`src/rtl/gps_epoch_sched_if.sv`:
```
// gps_epoch_sched_if: register-file side signals of the epoch scheduler.
// master = register file / test driver, slave = gps_epoch_sched.
interface gps_epoch_sched_if #(
    parameter int NSAT = 4
);
    logic                      run_req;
    logic                      commit;
    logic [NSAT:0]             commit_mask;
    logic                      err_clr;
    logic [NSAT-1:0][31:0]     shd_freq;
    logic [NSAT-1:0][15:0]     shd_gain;
    logic [NSAT-1:0][5:0]      shd_ca_sel;
    logic [15:0]               shd_noise_gain;

    logic                      gps_enable;
    logic [NSAT-1:0][31:0]     sat_freq;
    logic [NSAT-1:0][15:0]     sat_gain;
    logic [NSAT-1:0][5:0]      sat_ca_sel;
    logic [15:0]               noise_gain;
    logic                      epoch;
    logic                      applied;
    logic                      busy;
    logic                      overrun;
    logic [31:0]               epoch_count;

    modport master (
        output run_req, commit, commit_mask, err_clr,
               shd_freq, shd_gain, shd_ca_sel, shd_noise_gain,
        input  gps_enable, sat_freq, sat_gain, sat_ca_sel, noise_gain,
               epoch, applied, busy, overrun, epoch_count
    );

    modport slave (
        input  run_req, commit, commit_mask, err_clr,
               shd_freq, shd_gain, shd_ca_sel, shd_noise_gain,
        output gps_enable, sat_freq, sat_gain, sat_ca_sel, noise_gain,
               epoch, applied, busy, overrun, epoch_count
    );
endinterface

```
`src/rtl/gps_epoch_sched.sv`:
```
// gps_epoch_sched: snapshots shadow channel parameters on commit and applies
// them to the emulator on the next C/A code epoch boundary.
// Optional macro GPS_EPOCH_SCHED_STATS_EN builds the epoch_count register;
// without it epoch_count reads 0.
//
// state | meaning
// IDLE  | no commit pending, accepting a new commit
// ARMED | snapshot held, waiting for the epoch to apply it
module gps_epoch_sched #(
    parameter int NSAT         = 4,
    parameter int EPOCH_CYCLES = 100000
) (
    input  logic               axi_aclk,
    input  logic               axi_aresetn,
    gps_epoch_sched_if.slave   bus
);
    localparam int            CW       = $clog2(EPOCH_CYCLES);
    localparam logic [CW-1:0] CNT_LAST = CW'(EPOCH_CYCLES - 1);

    typedef enum logic {
        IDLE  = 1'b0,
        ARMED = 1'b1
    } state_t;

    state_t                state_q, state_d;
    logic [CW-1:0]         cnt_q, cnt_d;
    logic                  epoch;
    logic [NSAT:0]         mask_q, mask_d;
    logic [NSAT-1:0][31:0] snap_freq_q, snap_freq_d, freq_q, freq_d;
    logic [NSAT-1:0][15:0] snap_gain_q, snap_gain_d, gain_q, gain_d;
    logic [NSAT-1:0][5:0]  snap_ca_q, snap_ca_d, ca_q, ca_d;
    logic [15:0]           snap_noise_q, snap_noise_d, noise_q, noise_d;
    logic                  gps_enable_q, gps_enable_d;
    logic                  applied_q, applied_d;
    logic                  overrun_q, overrun_d;
    logic                  overrun_set;

    assign epoch = (cnt_q == CNT_LAST);

    // Next-state: epoch counter, FSM, snapshot capture and epoch-aligned apply.
    always_comb begin
        state_d      = state_q;
        cnt_d        = epoch ? '0 : cnt_q + CW'(1);
        mask_d       = mask_q;
        snap_freq_d  = snap_freq_q;
        snap_gain_d  = snap_gain_q;
        snap_ca_d    = snap_ca_q;
        snap_noise_d = snap_noise_q;
        freq_d       = freq_q;
        gain_d       = gain_q;
        ca_d         = ca_q;
        noise_d      = noise_q;
        gps_enable_d = epoch ? bus.run_req : gps_enable_q;
        applied_d    = 1'b0;
        overrun_set  = 1'b0;

        case (state_q)
            IDLE: begin
                // Zero-mask commits are silently ignored.
                if (bus.commit && (bus.commit_mask != '0)) begin
                    mask_d       = bus.commit_mask;
                    snap_freq_d  = bus.shd_freq;
                    snap_gain_d  = bus.shd_gain;
                    snap_ca_d    = bus.shd_ca_sel;
                    snap_noise_d = bus.shd_noise_gain;
                    state_d      = ARMED;
                end
            end
            ARMED: begin
                if (epoch) begin
                    for (int i = 0; i < NSAT; i++) begin
                        if (mask_q[i]) begin
                            freq_d[i] = snap_freq_q[i];
                            gain_d[i] = snap_gain_q[i];
                            ca_d[i]   = snap_ca_q[i];
                        end
                    end
                    if (mask_q[NSAT]) begin
                        noise_d = snap_noise_q;
                    end
                    applied_d = 1'b1;
                    state_d   = IDLE;
                end
                // The pending snapshot is never replaced; a second commit is lost.
                if (bus.commit) begin
                    overrun_set = 1'b1;
                end
            end
            default: state_d = IDLE;
        endcase

        if (overrun_set) begin
            overrun_d = 1'b1;
        end else if (bus.err_clr) begin
            overrun_d = 1'b0;
        end else begin
            overrun_d = overrun_q;
        end
    end

    // State and output registers.
    always_ff @(posedge axi_aclk or negedge axi_aresetn) begin
        if (!axi_aresetn) begin
            state_q      <= IDLE;
            cnt_q        <= '0;
            mask_q       <= '0;
            snap_freq_q  <= '0;
            snap_gain_q  <= '0;
            snap_ca_q    <= '0;
            snap_noise_q <= '0;
            freq_q       <= '0;
            gain_q       <= '0;
            ca_q         <= '0;
            noise_q      <= '0;
            gps_enable_q <= 1'b0;
            applied_q    <= 1'b0;
            overrun_q    <= 1'b0;
        end else begin
            state_q      <= state_d;
            cnt_q        <= cnt_d;
            mask_q       <= mask_d;
            snap_freq_q  <= snap_freq_d;
            snap_gain_q  <= snap_gain_d;
            snap_ca_q    <= snap_ca_d;
            snap_noise_q <= snap_noise_d;
            freq_q       <= freq_d;
            gain_q       <= gain_d;
            ca_q         <= ca_d;
            noise_q      <= noise_d;
            gps_enable_q <= gps_enable_d;
            applied_q    <= applied_d;
            overrun_q    <= overrun_d;
        end
    end

`ifdef GPS_EPOCH_SCHED_STATS_EN
    logic [31:0] epoch_count_q, epoch_count_d;

    // Epoch counter, wraps naturally at 2^32.
    always_comb begin
        epoch_count_d = epoch ? epoch_count_q + 32'd1 : epoch_count_q;
    end

    // Epoch count register.
    always_ff @(posedge axi_aclk or negedge axi_aresetn) begin
        if (!axi_aresetn) begin
            epoch_count_q <= '0;
        end else begin
            epoch_count_q <= epoch_count_d;
        end
    end

    assign bus.epoch_count = epoch_count_q;
`else
    assign bus.epoch_count = '0;
`endif

    assign bus.gps_enable = gps_enable_q;
    assign bus.sat_freq   = freq_q;
    assign bus.sat_gain   = gain_q;
    assign bus.sat_ca_sel = ca_q;
    assign bus.noise_gain = noise_q;
    assign bus.epoch      = epoch;
    assign bus.applied    = applied_q;
    assign bus.busy       = (state_q == ARMED);
    assign bus.overrun    = overrun_q;
endmodule

```
`src/flat_wrapper.sv`:
```
// flat-port wrapper written by rule: the top's interface ports become plain ports
module gps_epoch_sched_flat 
#(
    parameter int NSAT         = 4,
    parameter int EPOCH_CYCLES = 100000
)
  (axi_aclk, axi_aresetn, bus_run_req, bus_commit, bus_commit_mask, bus_err_clr, bus_shd_freq, bus_shd_gain, bus_shd_ca_sel, bus_shd_noise_gain, bus_gps_enable, bus_sat_freq, bus_sat_gain, bus_sat_ca_sel, bus_noise_gain, bus_epoch, bus_applied, bus_busy, bus_overrun, bus_epoch_count);
  gps_epoch_sched_if #(.NSAT(NSAT)) bus_i ();
  input  logic axi_aclk;
  input  logic axi_aresetn;
  input wire logic [$bits(bus_i.run_req)-1:0] bus_run_req;
  input wire logic [$bits(bus_i.commit)-1:0] bus_commit;
  input wire logic [$bits(bus_i.commit_mask)-1:0] bus_commit_mask;
  input wire logic [$bits(bus_i.err_clr)-1:0] bus_err_clr;
  input wire logic [$bits(bus_i.shd_freq)-1:0] bus_shd_freq;
  input wire logic [$bits(bus_i.shd_gain)-1:0] bus_shd_gain;
  input wire logic [$bits(bus_i.shd_ca_sel)-1:0] bus_shd_ca_sel;
  input wire logic [$bits(bus_i.shd_noise_gain)-1:0] bus_shd_noise_gain;
  output wire logic [$bits(bus_i.gps_enable)-1:0] bus_gps_enable;
  output wire logic [$bits(bus_i.sat_freq)-1:0] bus_sat_freq;
  output wire logic [$bits(bus_i.sat_gain)-1:0] bus_sat_gain;
  output wire logic [$bits(bus_i.sat_ca_sel)-1:0] bus_sat_ca_sel;
  output wire logic [$bits(bus_i.noise_gain)-1:0] bus_noise_gain;
  output wire logic [$bits(bus_i.epoch)-1:0] bus_epoch;
  output wire logic [$bits(bus_i.applied)-1:0] bus_applied;
  output wire logic [$bits(bus_i.busy)-1:0] bus_busy;
  output wire logic [$bits(bus_i.overrun)-1:0] bus_overrun;
  output wire logic [$bits(bus_i.epoch_count)-1:0] bus_epoch_count;
  assign bus_i.run_req = bus_run_req;
  assign bus_i.commit = bus_commit;
  assign bus_i.commit_mask = bus_commit_mask;
  assign bus_i.err_clr = bus_err_clr;
  assign bus_i.shd_freq = bus_shd_freq;
  assign bus_i.shd_gain = bus_shd_gain;
  assign bus_i.shd_ca_sel = bus_shd_ca_sel;
  assign bus_i.shd_noise_gain = bus_shd_noise_gain;
  assign bus_gps_enable = bus_i.gps_enable;
  assign bus_sat_freq = bus_i.sat_freq;
  assign bus_sat_gain = bus_i.sat_gain;
  assign bus_sat_ca_sel = bus_i.sat_ca_sel;
  assign bus_noise_gain = bus_i.noise_gain;
  assign bus_epoch = bus_i.epoch;
  assign bus_applied = bus_i.applied;
  assign bus_busy = bus_i.busy;
  assign bus_overrun = bus_i.overrun;
  assign bus_epoch_count = bus_i.epoch_count;
  gps_epoch_sched #(.NSAT(NSAT), .EPOCH_CYCLES(EPOCH_CYCLES)) u_core (.axi_aclk(axi_aclk), .axi_aresetn(axi_aresetn), .bus(bus_i));
endmodule
```
`config.mk`:
```
export PLATFORM = sky130hd
export DESIGN_NAME = gps_epoch_sched_flat
export DESIGN_NICKNAME = d
export VERILOG_FILES = /design/src/rtl/gps_epoch_sched_if.sv /design/src/rtl/gps_epoch_sched.sv /design/src/flat_wrapper.sv
export SDC_FILE = /design/constraint.sdc
export NUM_CORES = 1
export LEC_CHECK = 0
export ABC_AREA = 1
export CORE_ASPECT_RATIO = 0.7
export CORE_MARGIN = 4
export CORE_UTILIZATION = 44
export DETAILED_ROUTE_END_ITERATION = 16
export GPL_ROUTABILITY_DRIVEN = 1
export PLACE_DENSITY = 0.76
export SLEW_MARGIN = 40
export SYNTH_ARGS = -nofsm -noshare
export SYNTH_HDL_FRONTEND = slang
export SYNTH_SLANG_ARGS = --single-unit
export TNS_END_PERCENT = 5
```
`constraint.sdc`:
```
create_clock -name axi_aclk -period 1.7 [get_ports axi_aclk]
set_clock_uncertainty 0.1 [all_clocks]
set_input_delay 0.34 -clock axi_aclk [delete_from_list [all_inputs] [get_ports axi_aclk]]
set_output_delay 0.34 -clock axi_aclk [all_outputs]
set_load 0.02 [all_outputs]
```
# ---- Word-level counts from Yosys, hierarchy flattened
# Index checks and enable logic that the tools add are counted.
dict set report classes {
  add_sub_neg 1
  eq_ne 1
  muxes 10
  bitwise 1
  n_reduce_logical 9
}
# operator n
set ops {}
lappend ops {{adder 17 x 1 -> 17 bit (second input constant)} 1}
lappend ops {{equality test 17 bit (second input constant)} 1}
lappend ops {{2-to-1 mux 17 bit} 1}
lappend ops {{AND reduction 3 bit} 5}
lappend ops {{2-to-1 mux 1 bit} 8}
lappend ops {{nonzero test 5 bit} 1}
lappend ops {{one-hot mux 1 bit (2 select lines)} 1}
lappend ops {{AND reduction 2 bit} 1}
lappend ops {{nonzero test 2 bit} 1}
lappend ops {{logical AND 1 bit} 1}
lappend ops {{inverter 1 bit} 1}
dict set report totals {
  ff_bits 490
  inputBits 242
}

# ---- Depth between registers and ports, before layout
# Gate-level depths: netlist of the first run.
dict set report depth {
  word_depth 4
  mapped_depth 9
}

# ---- Worst setup path before layout of the first run
# No wires, ideal clock.
dict set report synth_path {
  path_kind {register to register}
  from {reg u_core.state_q (netlist: u_core.bus.busy)}
  to {reg u_core.snap_ca_q[10] (netlist bit)}
  setup_time_ns 0.130
  arrival_time_ns 1.501
  t_required_ns 1.470
  setup_slack_ns -0.031
  stages_incl_launch_ff 7
  n_path_buf 3
  period_less_slack_ns 1.731
  cell_sequence {dfrtp_1 clkbuf_1 nor2_1 o21ai_1 clkbuf_1 clkbuf_1 o21ai_0}
}
dict set report synth_via {
  elab_chain_len 2
}
# item line_no
set synth_rtl {}
lappend synth_rtl {{from (decl)} gps_epoch_sched.sv:25} ;# state_t state_q, state_d;
lappend synth_rtl {{from (signal assigned)} gps_epoch_sched.sv:119} ;# state_q <= state_d;
lappend synth_rtl {{inverter 1 bit (no line)} n/a}
lappend synth_rtl {{AND reduction 2 bit (no line)} n/a}
lappend synth_rtl {{to (signal assigned)} gps_epoch_sched.sv:124} ;# snap_ca_q <= snap_ca_d;
lappend synth_rtl {{to (decl)} gps_epoch_sched.sv:31} ;# logic [NSAT-1:0][5:0] snap_ca_q, snap_ca_d, ca_q, ca_d;
# Every way passes these cells.
# A chain may end at the register's enable or synchronous reset.

# ---- Final worst setup path of the first run
dict set report layout_path {
  from {reg u_core.cnt_q[0]}
  to {out bus_epoch}
}
dict set report layout_via {
  elab_chain_len 1
}
# item line_no
set layout_rtl {}
lappend layout_rtl {{from (decl)} gps_epoch_sched.sv:26} ;# logic [CW-1:0] cnt_q, cnt_d;
lappend layout_rtl {{from (signal assigned)} gps_epoch_sched.sv:120} ;# cnt_q <= cnt_d;
lappend layout_rtl {{equality test 17 bit} gps_epoch_sched.sv:38} ;# assign epoch = (cnt_q == CNT_LAST);
lappend layout_rtl {{to (decl)} flat_wrapper.sv:24} ;# output wire logic [$bits(bus_i.epoch)-1:0] bus_epoch;
# Every way passes these cells.

==> results.txt, run 1 <==
The number of setup violations in the final report is 234. The xor and xnor fraction of the mapped netlist area is 0.002188. The total congestion overflow after global routing is 0.

The critical path in this run is classified as reg2out. The power density relative to cell area came out at about 880 nW/um2. The relative contribution of sequential cells to total power is 0.499. The die height came out at between 150 and 200 um.

The share of total power dissipated in combinational logic is 0.061. The library cells used most frequently in the layout, excluding fill and tap cells, are 733 x nand2_1, 489 x dfrtp_1, 260 x inv_1. The first-pass GRT wire length is between 90 and 100 mm. The worst-case IR drop observed on VDD is between 0.7 and 0.8 mV. The cell count after synthesis came out at 2216.

The net count of the finished layout is 2979. In this run the deepest clock path goes through 3 buffers. The register bit count reported by yosys is 490. The top fanout value on the critical path is 2.

TritonCTS built the clock tree. In this run the static leakage power is roughly 0.015 uW. The count of placed standard cells in the final layout, fillers left out is approximately 3400. The number of hold violations in the final report is 0. The max-slew violation total from the final report is 0. The switching power share of the total is 0.2224. After floorplanning, the core was sized to cover 44970 um2. The sequential cell area is between 10000 and 15000 um2. In this run the mean area of a mapped cell was 9.030 um2. Relative to the synthesized area, the layout overhead comes to 38.71%. Leaving out fill and tap cells, the most frequent cell in the layout is nand2_1. The run finished, with violations left.

The filler cell count in the final layout is about 3600. The total vias in the final route is ~18000. Setup repair after global routing could not meet its margin everywhere.

The largest family of logic cells by synthesized area is simple AND/OR/NAND/NOR gates. The all-layer global routing usage is 0.2360. The pin count of the biggest net entering global routing is 67. The number of warnings printed during yosys synthesis came out at 0.

The number of CTS-inserted buffers is 48. For this run, design rule violations remaining after detail routing come to 0. The complex-gate fraction of the synthesized area is 0.06059. The clock transition time at the flip-flop clock pins of the worst setup and hold paths came out at about 0.06 ns. The adder-cell share of the synthesized area came out at 0.0006253. The effective utilization at floorplan came out at 0.4449. The mux cell area share after synthesis is 0.

The worst setup path is captured at an output port. Of the cells placed in the final design, the portion with a size suffix greater than 1 is 0.1750. The power spent charging and discharging nets came out at roughly 5400 uW. The type of the worst min-delay path is in2async.

The final reports fail on setup timing. The area enclosed by the die boundary came out at between 40000 and 50000 um2. STA classifies the critical path startpoint as a register. The critical path data required time came out at about 1.3 ns. The overall routed net length came out at 61.61 mm. The cell at the root of the clock tree is clkbuf_16.

The number of cell rows is 65. The first-pass iteration count of the detailed router came out at 6. In the final routed layout, each cell accounts on average for 18.24 um. The endpoint arrival time on the critical path is 1.69 ns. The number of antenna violations at the first check in global routing is 8.

The number of buffers inserted by port buffering is around 480. The DRC violation total after the first TritonRoute iteration came out at 1686. The clock latency on the worst-skew pair is approximately 0.55 ns. The number of max-cap violations came out at 0. The synthesized cell area came out at approximately 20000 um2. The total area of multi-input combinational cells came out at about 6100 um2. The sequential fraction of the synthesis area is 0.6128. The via count of the first global-routing pass was 17490.

The number of vias per cell after detailed routing is approximately 5.2. The count of nets left with antenna violations once routing finished came out at 0. The final weighted congestion of routability-driven global placement came out at about 0.87. The H-tree generated during clock tree synthesis spans 2 levels. Counting I/O delays and the setup requirement, the final critical path takes about 2.1 ns. The clock share of power is 0.440. The internal power is 18910 uW.

Once routing completed, OpenROAD measured the worst setup slack at -0.4313 ns. The number of distinct library cell variants in the gate-level netlist after synthesis came out at 22. The fraction of the cycle the final worst path needs is 1.254. The boundary pin count came out at slightly above 500. The power consumption is 24320 uW.

The achievable clock frequency is about 470 MHz. The sink count of the clock tree came out at 490. The area fraction in and, or, nand and nor cells after synthesis is 0.2264.

Once detailed placement completed, the half-perimeter wirelength came to about 42 mm. The number of placed cells counting well taps came out at between 3000 and 4000. The die outline width came out at between 200 and 300 um.
## stage by stage
step	utilization	cell area [um2]	worst slack [ns]	hold WS, ns	setup TNS [ns]
2_1_floorplan	-	20130	-0.01812	-0.05559	-1.267
3_3_place_gp	0.5814	26150	-0.3687	0.1667	-76.44
3_5_place_dp	0.5814	26150	-0.4153	0.1791	-92.51
4_1_cts	0.6216	27960	-0.4522	0.1866	-27.75
5_1_grt	0.6171	27750	-0.5237	0.2070	-38.90
6_report	0.6172	27760	-0.4313	0.1840	-18.66
## what timing repair did
item / CTS / global route
setup buffers: 10 / 5
cloned: 0 / 8
gates resized for setup: 680 / 144
hold buffers: 1 / 0
endpoints found under the setup margin: 469 / 396
pin swaps: 4 / 5
hold endpoints to repair: 165 / 0
## worst max-delay path: stages (launching register included)
cell     delay (ns)
dfrtp_1        0.39
ha_4           0.16
nand3_4        0.07
nor3_4         0.26
nand2_4        0.07
inv_2          0.06
buf_6          0.12
## path summary, 6_finish.rpt
| kind | startpoint | cells past startpoint | end | slack [ns] |
|---|---|---|---|---|
| setup reg to reg | u_core.cnt_q[0] | 8 | u_core.bus.sat_gain[37] | -0.13 |
| hold reg to reg | u_core.bus.sat_gain[10] | 2 | u_core.bus.sat_gain[10] | 0.37 |
| setup / recovery | u_core.cnt_q[0] | 6 | bus_epoch | -0.43 |
| max in group asynchronous | axi_aresetn | 3 | u_core.snap_noise_q[8] | 0.58 |
| min in group axi_aclk | bus_shd_freq[25] | 3 | u_core.snap_freq_q[25] | 0.24 |
| hold / removal | axi_aresetn | 2 | u_core.bus.sat_freq[63] | 0.18 |
## per-layer routing
metal / routed length, um / share of wire / GRT usage / vias to the layer above
li1: - / - / - / 8056
met1: 25630 / 0.42 / 0.3182 / 8569
met2: 29400 / 0.48 / 0.3873 / 803
met3: 4666 / 0.076 / 0.05404 / 142
met4: 1836 / 0.030 / 0.06879 / 10
met5: 79 / 0.0013 / 0 / -
## flip-flops by register name, summed over array words and instances (netlist names), 5 cells and up
name	cells
u_core.snap_noise_q	16
u_core.mask_q	5
u_core.bus.sat_freq	128
u_core.cnt_q	17
u_core.bus.sat_ca_sel	24
u_core.snap_ca_q	24
u_core.snap_freq_q	128
u_core.snap_gain_q	64
u_core.bus.sat_gain	64
u_core.bus.noise_gain	16
## cell families (layout without fill, tap and decap cells)
group	count (synthesis)	count (layout)
AO/OA/AOI/OAI	242	242
XOR/XNOR	5	5
adder cells (fa/ha/maj)	1	1
buffers and inverters	448	972
flip-flops	490	490
other	1	35
AND/OR/NAND/NOR	1029	1029
## area by class of cell
type,count,share of cell area
clock buffers,73,0.05139
diodes,3,0.0002705
flip-flops and latches,490,0.4418
multi-input cells,1309,0.2180
well taps,603,0.02718
inverters,269,0.03638
repair buffers,618,0.2199
clock inverters,12,0.005094
## power by group through the flow
stage                     clock network [uW]  registers (uW)  logic [uW]
after global routing                   11400           12200        1650
final                                  10700           12100        1480
after global placement                     0           12300        1450
after floorplan                            0           12300         495
after detailed placement                   0           12300        1490
after CTS                              10900           12100        1500
## synth_stat cells (all sizes together)
library cell / number / share of area
clkbuf: 72 / 0.014
nand2: 748 / 0.14
clkinv: 1 / 0.00019
xor2: 5 / 0.0022
dfrtp: 490 / 0.61
or2: 1 / 0.00031
nand3: 10 / 0.0025
ha: 1 / 0.00063
nor3: 4 / 0.0021
buf: 107 / 0.033
conb: 1 / 0.00019
o22ai: 1 / 0.00031
o21ai: 241 / 0.060
nor2: 27 / 0.0052
inv: 268 / 0.050
nand4: 239 / 0.076
Note: power is estimated with default switching activity, not from simulation.
==> run 2, diff against run 1 <==
--- a/config.mk
+++ b/config.mk
@@ -11,7 +11,7 @@
 export CORE_UTILIZATION = 44
 export DETAILED_ROUTE_END_ITERATION = 16
 export GPL_ROUTABILITY_DRIVEN = 1
-export PLACE_DENSITY = 0.76
+export PLACE_DENSITY = 0.77
 export SLEW_MARGIN = 40
 export SYNTH_ARGS = -nofsm -noshare
 export SYNTH_HDL_FRONTEND = slang
==> run 2 against run 1 <==
Compared with the run above: the flow still finishes with violations (setup timing); first-iteration DRC count is 0.53% higher; routed wire length is 1.3% higher; count of clock-buffer cells in the layout is 9 lower; global-route usage is 0.52 points higher; critical endpoint unchanged; sequential cell count stayed put; combinational power hardly changed; critical path depth stayed put; largest cell class unchanged; final cell count is 0.15% higher; worst hold slack worse by 0.047 ns; sequential power hardly changed; total power is 4.0% higher.
==> results.txt, run 2 (synthesis results as in run 1) <==
The commonest non-fill, non-tap cell in the layout is nand2_1 (unchanged). The total area of multi-input combinational cells is 6093 um2 (was 6051 um2). The power density relative to cell area is 897.5 nW/um2 (was 876.1 nW/um2). The internal power came out at 19890 uW (was 18910 uW). The global routing met2 resource utilization came out at 0.3942 (was 0.3873). The final weighted congestion of routability-driven global placement is 0.8587 (was 0.8682). The number of buffers inserted by port buffering was 478 (unchanged). The mean routed wirelength per cell is 18.46 um (was 18.24 um). The filler cell count in the final layout was 3565 (was 3644). Cell chain of the critical path: ha_4 > nand3_4 > nor3_4 > nand2_2 > inv_2 > buf_6 (was ha_4 > nand3_4 > nor3_4 > nand2_4 > inv_2 > buf_6). The CTS tree is yes (unchanged). The DRC violation total after the first TritonRoute iteration came out at 1695 (was 1686). The proportion of power drawn by combinational gates is 0.060 (was 0.061). The critical path data required time is 1.26 ns (about the same).

The timing endpoint of the critical path is bus_epoch (unchanged). The depth of the worst register-to-register path is 10 (was 8). The reg-to-reg endpoint is u_core.bus.sat_freq[32] (was u_core.bus.sat_gain[37]).

The achievable clock frequency is 468.5 MHz (was 469.2 MHz). The pin count of the biggest net entering global routing came to 79 (was 67). The clock latency on the worst-skew pair is 0.55 ns (about the same).

The worst-case setup slack after placement came out at -0.3194 ns (was -0.4153 ns). The met1 layer usage reported by global route is 0.3189 (was 0.3182). The kind of cell with the highest combined delay on the critical path is simple AND/OR/NAND/NOR gates (unchanged).

The number of max-cap violations came out at 0 (unchanged). The number of vias per cell after detailed routing came out at 5.204 (was 5.206). The number of placed cells counting well taps is 3272 (was 3265). The all-layer global routing usage came out at 0.2412 (was 0.2360). The die height is 186.4 um (unchanged). Most frequent cells in the layout: 718 x nand2_1, 489 x dfrtp_1, 260 x inv_1 (was 733 x nand2_1, 489 x dfrtp_1, 260 x inv_1). The category of the worst setup path capture point is an output port (unchanged). The clock tree buffer depth came out at 3 (unchanged). The area enclosed by the die boundary is 49010 um2 (unchanged). The number of setup violations in the final report came out at 234 (unchanged). The clock period minus final worst setup slack is 2.134 ns (was 2.131 ns).

The overall routed net length came out at 62.43 mm (was 61.61 mm). The via count of the first global-routing pass is 17890 (was 17490). The longest individual stage delay on the worst path was 0.39 ns (about the same). The boundary pin count is 511 (unchanged). Run status: finished, violations left (unchanged).

The clock transition time at the flip-flop clock pins of the worst setup and hold paths is 0.06 ns (about the same). RSZ-0062 raised after global routing: true (unchanged). The max-slew violation total from the final report came out at 0 (unchanged). The number of buffer and inverter instances along the worst setup path is 2 (unchanged). The number of antenna violations at the first check in global routing came out at 3 (was 8). The antenna diode count is 0 (was 3). The number of cell rows came out at 65 (unchanged). The most congested layer reported by global routing is met2 (unchanged). The critical path depth in cells is 6 (unchanged). The power consumption came out at 25300 uW (was 24320 uW). The share of post-route cells with drive strength above 1 came out at 0.1835 (was 0.1750). The fraction of the cycle the final worst path needs came out at 1.256 (was 1.254). The power spent charging and discharging nets came out at 5406 uW (was 5408 uW). The clock share of power came out at 0.460 (was 0.440).

The relative contribution of sequential cells to total power came to 0.480 (was 0.499). Violated checks: setup timing (unchanged). The top fanout value on the critical path came to 2 (unchanged). The cell at the slowest stage of the critical path was dfrtp_1 (unchanged).

The count of placed standard cells in the final layout, fillers left out is 3382 (was 3377). The startpoint of the worst-slack reg-to-reg timing path is u_core.cnt_q[0] (unchanged). The worst-case hold slack is 0.1373 ns (was 0.1840 ns). The switching power share of the total came to 0.2137 (was 0.2224).

The worst path setup slack after routing is -0.4345 ns (was -0.4313 ns). The post-detailed-placement half-perimeter wirelength came out at 42.10 mm (was 41.94 mm). The standby leakage power was 0.01501 uW (was 0.01492 uW). The sequential cell area was 12260 um2 (unchanged). The die outline width is 262.9 um (unchanged). The total vias in the final route was 17600 (was 17580). The maximum VDD drop is 0.7128 mV (was 0.7563 mV). The maximum level of the CTS H-tree came out at 2 (unchanged). The sink count of the clock tree came out at 490 (unchanged). The effective utilization at floorplan is 0.4449 (unchanged). The type of the worst min-delay path is in2async (unchanged). The global routing usage on met3 came to 0.04982 (was 0.05404). The layout net count is 2987 (was 2979). The startpoint kind of the worst setup timing path is a register (unchanged). The DRC violation count after routing came out at 0 (unchanged). The first-pass iteration count of the detailed router came to 6 (unchanged). The first-pass GRT wire length is 96.73 mm (was 95.10 mm). The cell at the root of the clock tree is clkbuf_16 (unchanged).

The total congestion overflow after global routing came out at 0 (unchanged). The synthesis-to-finish area growth came to 40.86% (was 38.71%). The critical path launch point was u_core.cnt_q[0] (unchanged). The number of CTS-inserted buffers is 47 (was 48). The remaining number of nets flagged by the antenna check after routing came out at 0 (unchanged). The worst setup path category was reg2out (unchanged). The number of hold violations in the final report came out at 0 (unchanged). The area inside the core boundary is 44970 um2 (unchanged).

The endpoint arrival time on the critical path came out at 1.69 ns (about the same). The internal reg-to-reg setup slack is -0.29 ns (was -0.13 ns).
-- run 2: cell types whose count changed in the layout (fill, tap and decap cells not counted), moves of 5 or more --
| cell | change |
|---|---|
| bufinv_16 | +8 |
| clkbuf_8 | -5 |
| nand2_2 | +16 |
| buf_4 | +10 |
| buf_2 | -17 |
| clkbuf_2 | -7 |
| nand2_1 | -15 |
| clkdlybuf4s15_2 | +22 |
-- run 2: per-layer routing --
metal	vias up	part of all wire
met5	-	0.00037
met1	8528	0.41
met2	816	0.47
li1	8091	-
met4	6	0.039
met3	159	0.079
-- run 2: how the worst min path moves through the flow --
stage                start                       end  slack [ns]  cells past startpoint
2_1_floorplan  axi_aresetn        u_core.bus.applied       -0.06                      0
3_3_place_gp   axi_aresetn  u_core.bus.noise_gain[1]        0.10                      1
3_5_place_dp   axi_aresetn   u_core.bus.sat_gain[47]        0.10                      1
4_1_cts        axi_aresetn   u_core.bus.sat_gain[47]        0.11                      2
5_1_grt        axi_aresetn  u_core.bus.noise_gain[0]        0.14                      2
6_report       axi_aresetn   u_core.bus.sat_gain[47]        0.14                      2
-- run 2: final cells by class --
type	instances	area share
Sequential cell	490	0.4351
Clock inverter	20	0.01354
Tap cell	603	0.02677
Inverter	269	0.03582
Timing Repair Buffer	627	0.2250
Clock buffer	64	0.04763
Multi-Input combinational cell	1309	0.2162
-- run 2: metrics by stage --
step                  util  setup TNS (ns)  cell area, um2
floorplan                -          -1.267           20130
global placement    0.5832          -77.26           26230
detailed placement  0.5832          -81.55           26230
CTS                 0.6272          -18.20           28210
global route        0.6267          -60.52           28190
finish              0.6267          -41.79           28190
-- run 2: timing repair --
action,in CTS,in global routing
setup buffers,5,12
gates resized for setup,688,125
hold buffers,1,0
gates cloned,0,10
hold endpoints to repair,253,0
setup endpoints to repair,479,321
pin swaps,7,7
-- run 2: power groups by stage --
stage                     sequential, uW  combinational, uW  clock, uW
after detailed placement           12300               1510          0
after floorplan                    12300                495          0
after CTS                          12100               1520      11900
final                              12100               1510      11600
after global placement             12300               1470          0
after global routing               12200               1670      12400
